## config.mk

```make
export PLATFORM = sky130hd
export DESIGN_NAME = cbist_controller_flat
export DESIGN_NICKNAME = d
export VERILOG_FILES = /design/src/rtl/cbist_if.sv /design/src/rtl/cbist_controller.sv /design/src/flat_wrapper.sv
export SDC_FILE = /design/constraint.sdc
export NUM_CORES = 1
export LEC_CHECK = 0
export ABC_AREA = 1
export CORE_ASPECT_RATIO = 1.1
export CORE_MARGIN = 4
export CORE_UTILIZATION = 43
export CTS_CLUSTER_DIAMETER = 150
export CTS_CLUSTER_SIZE = 12
export DETAILED_ROUTE_END_ITERATION = 10
export PLACE_DENSITY = 0.79
export SETUP_SLACK_MARGIN = 0.4
export SLEW_MARGIN = 20
export SYNTH_ARGS = -nofsm -noshare
export SYNTH_HDL_FRONTEND = slang
export SYNTH_SLANG_ARGS = --single-unit
export TNS_END_PERCENT = 20
```

## constraint.sdc

```tcl
create_clock -name clock -period 1.63 [get_ports clock]
set_clock_uncertainty 0.05 [all_clocks]
set_input_delay 0.326 -clock clock [delete_from_list [all_inputs] [get_ports clock]]
set_output_delay 0.326 -clock clock [all_outputs]
set_load 0.05 [all_outputs]
```

## src/rtl/cbist_if.sv

```systemverilog
// cbist_if: BIST pin/datapath bundle between the top level and the circular-BIST controller.
interface cbist_if #(
  parameter int SIG_WIDTH = 16,
  parameter int CNT_WIDTH = 16
);
  logic                 bist_start;
  logic [SIG_WIDTH-1:0] signature_in;
  logic                 bist_mode;
  logic                 bist_init;
  logic                 bist_hold;
  logic                 bist_end;
  logic                 pass_fail;
  logic [SIG_WIDTH-1:0] signature_out;
  logic [CNT_WIDTH-1:0] cycle_count;
  modport master (
    output bist_start, signature_in,
    input  bist_mode, bist_init, bist_hold, bist_end, pass_fail, signature_out, cycle_count
  );
  modport slave (
    input  bist_start, signature_in,
    output bist_mode, bist_init, bist_hold, bist_end, pass_fail, signature_out, cycle_count
  );
endinterface

```

## src/rtl/cbist_controller.sv

```systemverilog
// cbist_controller: sequences init, compaction, signature capture and golden compare for circular BIST.
module cbist_controller #(
  parameter int                   SIG_WIDTH   = 16,
  parameter int                   CNT_WIDTH   = 16,
  parameter int                   TEST_CYCLES = 1000,
  parameter int                   INIT_CYCLES = 2,
  parameter logic [SIG_WIDTH-1:0] GOLDEN_SIG  = '0
) (
  input logic  clock,
  input logic  reset,
  cbist_if.slave bus
);
  localparam int IW = (INIT_CYCLES > 1) ? $clog2(INIT_CYCLES) : 1;
  typedef enum logic [2:0] {IDLE, INIT, RUN, COMPARE, DONE} state_t;
  state_t         state, state_nx;
  logic           start_d;
  logic           start_rise;
  logic [IW-1:0]  init_cnt;
  logic           init_last;
  logic           run_last;
  assign start_rise = bus.bist_start & ~start_d;
  assign init_last  = init_cnt == IW'(INIT_CYCLES - 1);
  assign run_last   = bus.cycle_count == CNT_WIDTH'(TEST_CYCLES - 1);
  always_ff @(posedge clock or posedge reset)
    if (reset) state <= IDLE;
    else       state <= state_nx;
  always_comb begin
    state_nx = state;
    case (state)
      IDLE:    state_nx = start_rise ? INIT : IDLE;
      INIT:    state_nx = init_last ? RUN : INIT;
      RUN:     state_nx = run_last ? COMPARE : RUN;
      COMPARE: state_nx = DONE;
      DONE:    state_nx = start_rise ? INIT : DONE;
      default: state_nx = IDLE;
    endcase
  end
  // Controls decode straight from the state register, so no input reaches an output combinationally.
  always_comb begin
    bus.bist_mode = (state == INIT) || (state == RUN) || (state == COMPARE);
    bus.bist_init = state == INIT;
    bus.bist_hold = state == COMPARE;
    bus.bist_end  = state == DONE;
  end
  // start_d resets high so a start held across reset release is not taken as an edge.
  always_ff @(posedge clock or posedge reset)
    if (reset) begin
      start_d           <= 1'b1;
      init_cnt          <= '0;
      bus.cycle_count   <= '0;
      bus.pass_fail     <= 1'b0;
      bus.signature_out <= '0;
    end else begin
      start_d  <= bus.bist_start;
      init_cnt <= (state == INIT && !init_last) ? init_cnt + 1'b1 : '0;
      if (state_nx == INIT)
        bus.cycle_count <= '0;
      else if (state == RUN && !run_last)
        bus.cycle_count <= bus.cycle_count + 1'b1;
      if (state == COMPARE) begin
        bus.signature_out <= bus.signature_in;
        bus.pass_fail     <= bus.signature_in == GOLDEN_SIG;
      end else if (state_nx == INIT)
        bus.pass_fail <= 1'b0;
    end
endmodule

```

## src/flat_wrapper.sv

```systemverilog
// flat-port wrapper written by rule: the top's interface ports become plain ports
module cbist_controller_flat 
#(
  parameter int                   SIG_WIDTH   = 16,
  parameter int                   CNT_WIDTH   = 16,
  parameter int                   TEST_CYCLES = 1000,
  parameter int                   INIT_CYCLES = 2,
  parameter logic [SIG_WIDTH-1:0] GOLDEN_SIG  = '0
)
  (clock, reset, bus_bist_start, bus_signature_in, bus_bist_mode, bus_bist_init, bus_bist_hold, bus_bist_end, bus_pass_fail, bus_signature_out, bus_cycle_count);
  cbist_if #(.SIG_WIDTH(SIG_WIDTH), .CNT_WIDTH(CNT_WIDTH)) bus_i ();
  input logic clock;
  input logic reset;
  input wire logic [$bits(bus_i.bist_start)-1:0] bus_bist_start;
  input wire logic [$bits(bus_i.signature_in)-1:0] bus_signature_in;
  output wire logic [$bits(bus_i.bist_mode)-1:0] bus_bist_mode;
  output wire logic [$bits(bus_i.bist_init)-1:0] bus_bist_init;
  output wire logic [$bits(bus_i.bist_hold)-1:0] bus_bist_hold;
  output wire logic [$bits(bus_i.bist_end)-1:0] bus_bist_end;
  output wire logic [$bits(bus_i.pass_fail)-1:0] bus_pass_fail;
  output wire logic [$bits(bus_i.signature_out)-1:0] bus_signature_out;
  output wire logic [$bits(bus_i.cycle_count)-1:0] bus_cycle_count;
  assign bus_i.bist_start = bus_bist_start;
  assign bus_i.signature_in = bus_signature_in;
  assign bus_bist_mode = bus_i.bist_mode;
  assign bus_bist_init = bus_i.bist_init;
  assign bus_bist_hold = bus_i.bist_hold;
  assign bus_bist_end = bus_i.bist_end;
  assign bus_pass_fail = bus_i.pass_fail;
  assign bus_signature_out = bus_i.signature_out;
  assign bus_cycle_count = bus_i.cycle_count;
  cbist_controller #(.SIG_WIDTH(SIG_WIDTH), .CNT_WIDTH(CNT_WIDTH), .TEST_CYCLES(TEST_CYCLES), .INIT_CYCLES(INIT_CYCLES), .GOLDEN_SIG(GOLDEN_SIG)) u_core (.clock(clock), .reset(reset), .bus(bus_i));
endmodule
```

==> out/qor.yml, run 1 <==
status: "finished, final reports clean"
dp_hpwl_mm: 4.03
antenna_found_initial: 0
postSynthAreaPerCell_sq_um: 7.73
portBuffers: 55
grt_pass1_vias: 2043
synth_top_area_cell: "dfrtp_1"
vias: 2126
die_w_um: 72.9
path_max_fanout: 3
final-max-slew-violation-count: 0
ys_top_cells_by_area: "dfrtp_1 (46%), nand2_1 (18%), nand4_1 (5.6%), inv_1 (4.7%), nor2_1 (4.1%)"
hold_class: "primary input to asynchronous set/reset pin"
synth.most_common_cell: "nand2_1"
ys_warn_count: 0
drc_errors: 0
grt_max_degree: 39
cts_root_buffer: "clkbuf_8"
final_layout_size_suffix_gt1_share_pct: 42.3
start_util_pct: 45.5
synth_edf_count: 0
num_antenna_cells: 0
hold_viol: 0
crit_path_end_kind: "output port"
routed_wl_mm: 5.94
std_cell_rows: 25
core_area_sq_um: 4380
clk_pin_slew_ns: 0.08
worstPathArrival_ns: 1.19
die-area_sq_um: 5790
clock_path_buffers: 2
synth_commonest_cells: "nand2_1 (95), dfrtp_1 (37), inv_1 (25)"
synthCells: 258
synth-seq-cells: 38
grt_use_met3_pct: 6.30
final-setup-viol-count: 0
htree_num_levels: 2
setup_tns_ns: 0
gp_congestion: 0.940
synth_ff_type: "dfrtp_1"
tritoncts: "built"
vias_per_cell: 5.15
wl_per_cell_um: 14.4
pre_cts_ws_ns: -0.0887
ios: 56
slowest_delay_ns: 0.38
synth_top_area_share_pct: 46.4
grt_use_met2_pct: 35.8
setup_ws_ns: 0.0689
globalRouteOverflowTotal: 0
finalCoreUtilization_pct: 80.4
yosysUniqueCellTypes: 25
nNetsFinal: 378
netlist_area_sq_um: 1990
crit_path_start_kind: "flop"
crit_slowest_cell: "dfrtp_1"
synthToLayoutAreaGrowth_pct: 76.6
seq_area_frac_synth_pct: 47.7
crit_type: "flop to output port"
period_share_pct: 95.8
rsz0062_at_grt: "true"
grt_usage_pct: 21.0
timing.slew.headroom_pct: 82.4
maxCapViolations: 0
clock-sinks: 38
worstMarginPinSlew_ns: 0.264
crit_chain: "inv_2 > nor3_4 > buf_12"
detail-route-antenna-nets: 0
required_ns: 1.25
clock.fmax_mhz: 641
grt_pass1_wl_mm: 9.43
period_needed_ns: 1.56
first_pass_iters: 6
grt_util_met1_pct: 24.8
drtIter0Drc: 223
die_h_um: 79.4
clk_latency_ns: 0.30
p_per_area_nw_per_um2: 1530
top_usage_layer: "met2"
synth_fp_nets: 278
p_leak_uw: 0.00171
ir_worst_vdd_v: 0.00162
cts_buffers: 5
synthArstFlopShare_pct: 100
==> registers in the layout, indices dropped and copies added, names as in the netlist <==
name,cells
u_core.bus.pass_fail,1
u_core.start_d,1
u_core.bus.signature_out,16
u_core.init_cnt,1
u_core.bus.cycle_count,16
u_core.state,3
==> layout by cell type, fill, tap and decap left out, types with 2 or more instances in the layout <==
master and count:
buf_12 33, buf_4 40, buf_6 5, clkbuf_8 5, clkdlybuf4s50_1 18, clkinv_2 2
dfrtp_1 22, dfrtp_2 15, inv_1 20, inv_2 8, nand2_1 78, nand2_2 11
nand2_4 7, nand3_1 14, nand4_1 18, nor2_1 15, nor2_2 5, nor2_4 7
nor4_1 2, o21ai_0 3, o21ai_1 10, o21bai_1 2, or2_2 3, xor2_1 3
==> metrics by stage <==
step / power [uW] / cells / area (sq um) / hold WS (ns)
finish: 5400 / 413 / 3520 / 0.323
detailed placement: 4220 / 384 / 3100 / 0.404
global route: 5650 / 413 / 3520 / 0.367
CTS: 5190 / 403 / 3320 / 0.333
global placement: 4150 / 384 / 3100 / 0.402
floorplan: 2890 / 258 / 2050 / 0.280
==> critical path, delay by kind of cell (launching register included) <==
kind | cells | cell delay [ns]
DFF | 1 | 0.38
buffers and inverters | 2 | 0.25
and+or+nand+nor | 1 | 0.26
==> layer usage <==
| layer | share of wire, % | wire length, um |
|---|---|---|
| met1 | 38 | 2260 |
| met3 | 8.9 | 528 |
| met5 | 0 | 0 |
| met4 | 1.8 | 109 |
| met2 | 51 | 3040 |
==> kinds of logic (layout without fill, tap and decap cells) <==
logic type | after synthesis | in the layout | share of synthesized area [%]
AO/OA/AOI/OAI | 19 | 19 | 5.83
XOR/XNOR | 3 | 3 | 1.32
adder cells (fa/ha/maj) | 1 | 1 | 0.627
buffers and inverters | 34 | 135 | 7.03
flip-flops | 38 | 38 | 47.7
AND/OR/NAND/NOR | 163 | 163 | 37.5
==> what timing repair did <==
action	CTS	global route
endpoints found under the hold margin	0	0
gates resized for setup	13	35
cloned	1	1
pin swaps	4	9
setup buffers	10	9
hold buffers	0	0
endpoints found under the setup margin	72	72
==> worst paths after layout <==
path,startpoint,to,slack (ns),cells after the start
min in group clock,bus_bist_start,u_core.start_d,0.42,1
max,u_core.state[1],bus_bist_hold,0.07,3
min,reset,u_core.bus.cycle_count[12],0.32,3
max reg2reg,u_core.bus.cycle_count[0],u_core.bus.cycle_count[14],0.07,10
max in group asynchronous,reset,u_core.start_d,0.94,3
min reg2reg,u_core.bus.signature_out[5],u_core.bus.signature_out[5],0.44,2
==> area by class of cell <==
class	count	area [sq um]
Multi-Input combinational cell	186	1040
Clock buffer	5	68.8
Clock inverter	3	40.0
Timing Repair Buffer	98	1230
Inverter	29	111
Fill cell	273	857
Tap cell	54	67.6
Sequential cell	38	971
==> power breakdown <==
group	switching, uW	internal (uW)	total [uW]
Clock	357	451	807
Combinational	1760	1380	3140
Sequential	257	1200	1450
(Power assumes the default switching activity.)
==> run 2, diff against run 1 <==
- CAP_MARGIN: unset -> 20
- CELL_PAD_IN_SITES_DETAIL_PLACEMENT: unset -> 1
- CELL_PAD_IN_SITES_GLOBAL_PLACEMENT: unset -> 2
- CORE_UTILIZATION: 43 -> 24
==> run 2 against run 1 <==
Compared with the run above: clock power rose by 6.8%; cell area rose by 4.2%; critical endpoint is now u_core.bus.cycle_count[7]; hold slack improved by 0.0084 ns; largest cell class unchanged.
==> out/qor.yml, run 2 (synthesis gave the netlist of run 1 again) <==
status: "finished, final reports clean"
maxCapViolations: 0  # unchanged
n_fill_cell: 951  # +250%
cts_buffers: 5  # unchanged
clk_latency_ns: 0.29  # about the same
crit_type: "flop to flop"
detail-route-antenna-nets: 0  # unchanged
cts_root_buffer: "clkbuf_8"
grt_pass1_wl_mm: 11.2  # +18%
final-setup-viol-count: 0  # unchanged
rsz0062_at_grt: "true"
ios: 56  # unchanged
first_pass_iters: 4  # -2
worstMarginPinSlew_ns: 0.425  # +0.162 ns
portBuffers: 55  # unchanged
die-area_sq_um: 9830  # +70%
num_antenna_cells: 0  # unchanged
die_h_um: 104  # +30%
timing.slew.headroom_pct: 71.6  # -11 points
gp_congestion: 0.840  # -11%
path_max_fanout: 6  # +3
multi_input_area_sq_um: 1020  # -1.2%
drtIter0Drc: 35  # -84%
crit_path_end_kind: "flop"
tritoncts: "built"
period_share_pct: 97.2  # +1.4 points
p_leak_uw: 0.00171  # -0.22%
mostFrequentLayoutCell: "nand2_1"
routed_wl_mm: 6.77  # +14%
grt_pass1_vias: 2202  # +7.8%
die_w_um: 94.9  # +30%
antenna_found_initial: 0  # unchanged
setup_tns_ns: 0  # unchanged
clock.fmax_mhz: 631  # -1.5%
final_layout_size_suffix_gt1_share_pct: 44.1  # +1.8 points
cts_hold_buf: 0  # unchanged
p_per_area_nw_per_um2: 1520  # -0.70%
nNetsFinal: 377  # -0.26%
clk_pin_slew_ns: 0.08  # about the same
final_cell_mix: "nand2_1 (79), buf_12 (34), buf_6 (22)"
grt_max_degree: 39  # unchanged
dp_hpwl_mm: 4.79  # +19%
start_util_pct: 24.9  # -21 points
hold_viol: 0  # unchanged
hold_class: "primary input to asynchronous set/reset pin"
synthToLayoutAreaGrowth_pct: 84.0
core_area_sq_um: 8000  # +83%
period_needed_ns: 1.58  # +0.0234 ns
clock_path_buffers: 2  # unchanged
finalPower_uw: 5590  # +3.5%
regArea_sq_um: 975  # +0.39%
htree_num_levels: 2  # unchanged
globalRouteOverflowTotal: 0  # unchanged
grt_usage_pct: 14.3  # -6.7 points
vias: 2114  # -0.56%
reg_top3: "u_core.bus.cycle_count: 16 flops, u_core.bus.signature_out: 16 flops, u_core.state: 3 flops"
crit_path_start_kind: "flop"
clock-sinks: 38  # unchanged
final-max-slew-violation-count: 0  # unchanged
ir_worst_vdd_v: 0.00115  # -29%
wl_per_cell_um: 14.5  # +0.95%
drc_errors: 0  # unchanged
required_ns: 1.81  # +0.56 ns
worstPathArrival_ns: 1.77  # +0.58 ns
std_cell_rows: 34  # +36%
vias_per_cell: 4.54  # -12%
## run 2: changes by cell type in the layout (fill, tap and decap cells not counted), moves of 3 or more
| cell | before | now |
|---|---|---|
| nand3_2 | 1 | 5 |
| nand2_2 | 11 | 14 |
| buf_4 | 40 | 21 |
| nand3_1 | 14 | 11 |
| dfrtp_2 | 15 | 18 |
| nand2_4 | 7 | 3 |
| buf_6 | 5 | 22 |
| dfrtp_1 | 22 | 19 |
## run 2: power breakdown
part	switching [uW]	internal [uW]	leakage, uW
Sequential	275	1200	0.000466
Combinational	1770	1490	0.00118
Clock	362	500	0.0000585
## run 2: routing by layer
layer	share of wire (%)	routed length, um	vias up	track usage [%]
met1	39	2620	1002	16.8
met2	52	3500	70	24.8
met3	7.6	517	12	4.21
met5	0	0	-	0
li1	-	-	1030	-
met4	1.9	129	0	4.23
## run 2: worst paths after layout
check | startpoint | endpoint | slack [ns] | cells after the start
max | u_core.bus.cycle_count[15] | u_core.bus.cycle_count[7] | 0.05 | 11
min in group clock | u_core.init_cnt | u_core.init_cnt | 0.42 | 1
min reg2reg | u_core.init_cnt | u_core.init_cnt | 0.42 | 1
max reg2reg | u_core.bus.cycle_count[15] | u_core.bus.cycle_count[7] | 0.05 | 11
min | reset | u_core.bus.cycle_count[1] | 0.33 | 3
max in group asynchronous | reset | u_core.start_d | 0.93 | 3
## run 2: repair_timing
action	4_1_cts	5_1_grt
gates cloned	1	0
gates resized for setup	20	50
endpoints found under the setup margin	72	72
pin swaps	9	16
buffers inserted	12	7
## run 2: cell type report
cell class | count | share of cell area, %
Tap cell | 108 | 3.68
Clock inverter | 1 | 0.818
Sequential cell | 38 | 26.6
Inverter | 29 | 3.03
Multi-Input combinational cell | 186 | 27.9
Clock buffer | 7 | 2.35
Timing Repair Buffer | 97 | 35.7
## run 2: critical path: stages (launching register included)
cell and delay, ns:
dfrtp_2 0.44, inv_2 0.07, nand2_1 0.06, nor2_2 0.16
nand2_4 0.08, nor2_4 0.12, nor2_4 0.05, nor2_4 0.13
buf_6 0.13, buf_16 0.12, nand2_2 0.05, nand2_1 0.06
## run 2: stage by stage
step | setup WS (ns) | utilization, % | hold slack [ns] | std cells | instance area [sq um]
2_1_floorplan | -0.0551 | - | 0.280 | 258 | 2050
3_3_place_gp | -0.0917 | 39.8 | 0.402 | 438 | 3180
3_5_place_dp | -0.135 | 39.8 | 0.407 | 438 | 3180
4_1_cts | 0.0224 | 43.6 | 0.336 | 459 | 3480
5_1_grt | -0.0493 | 45.9 | 0.371 | 466 | 3670
6_report | 0.0456 | 45.9 | 0.331 | 466 | 3670
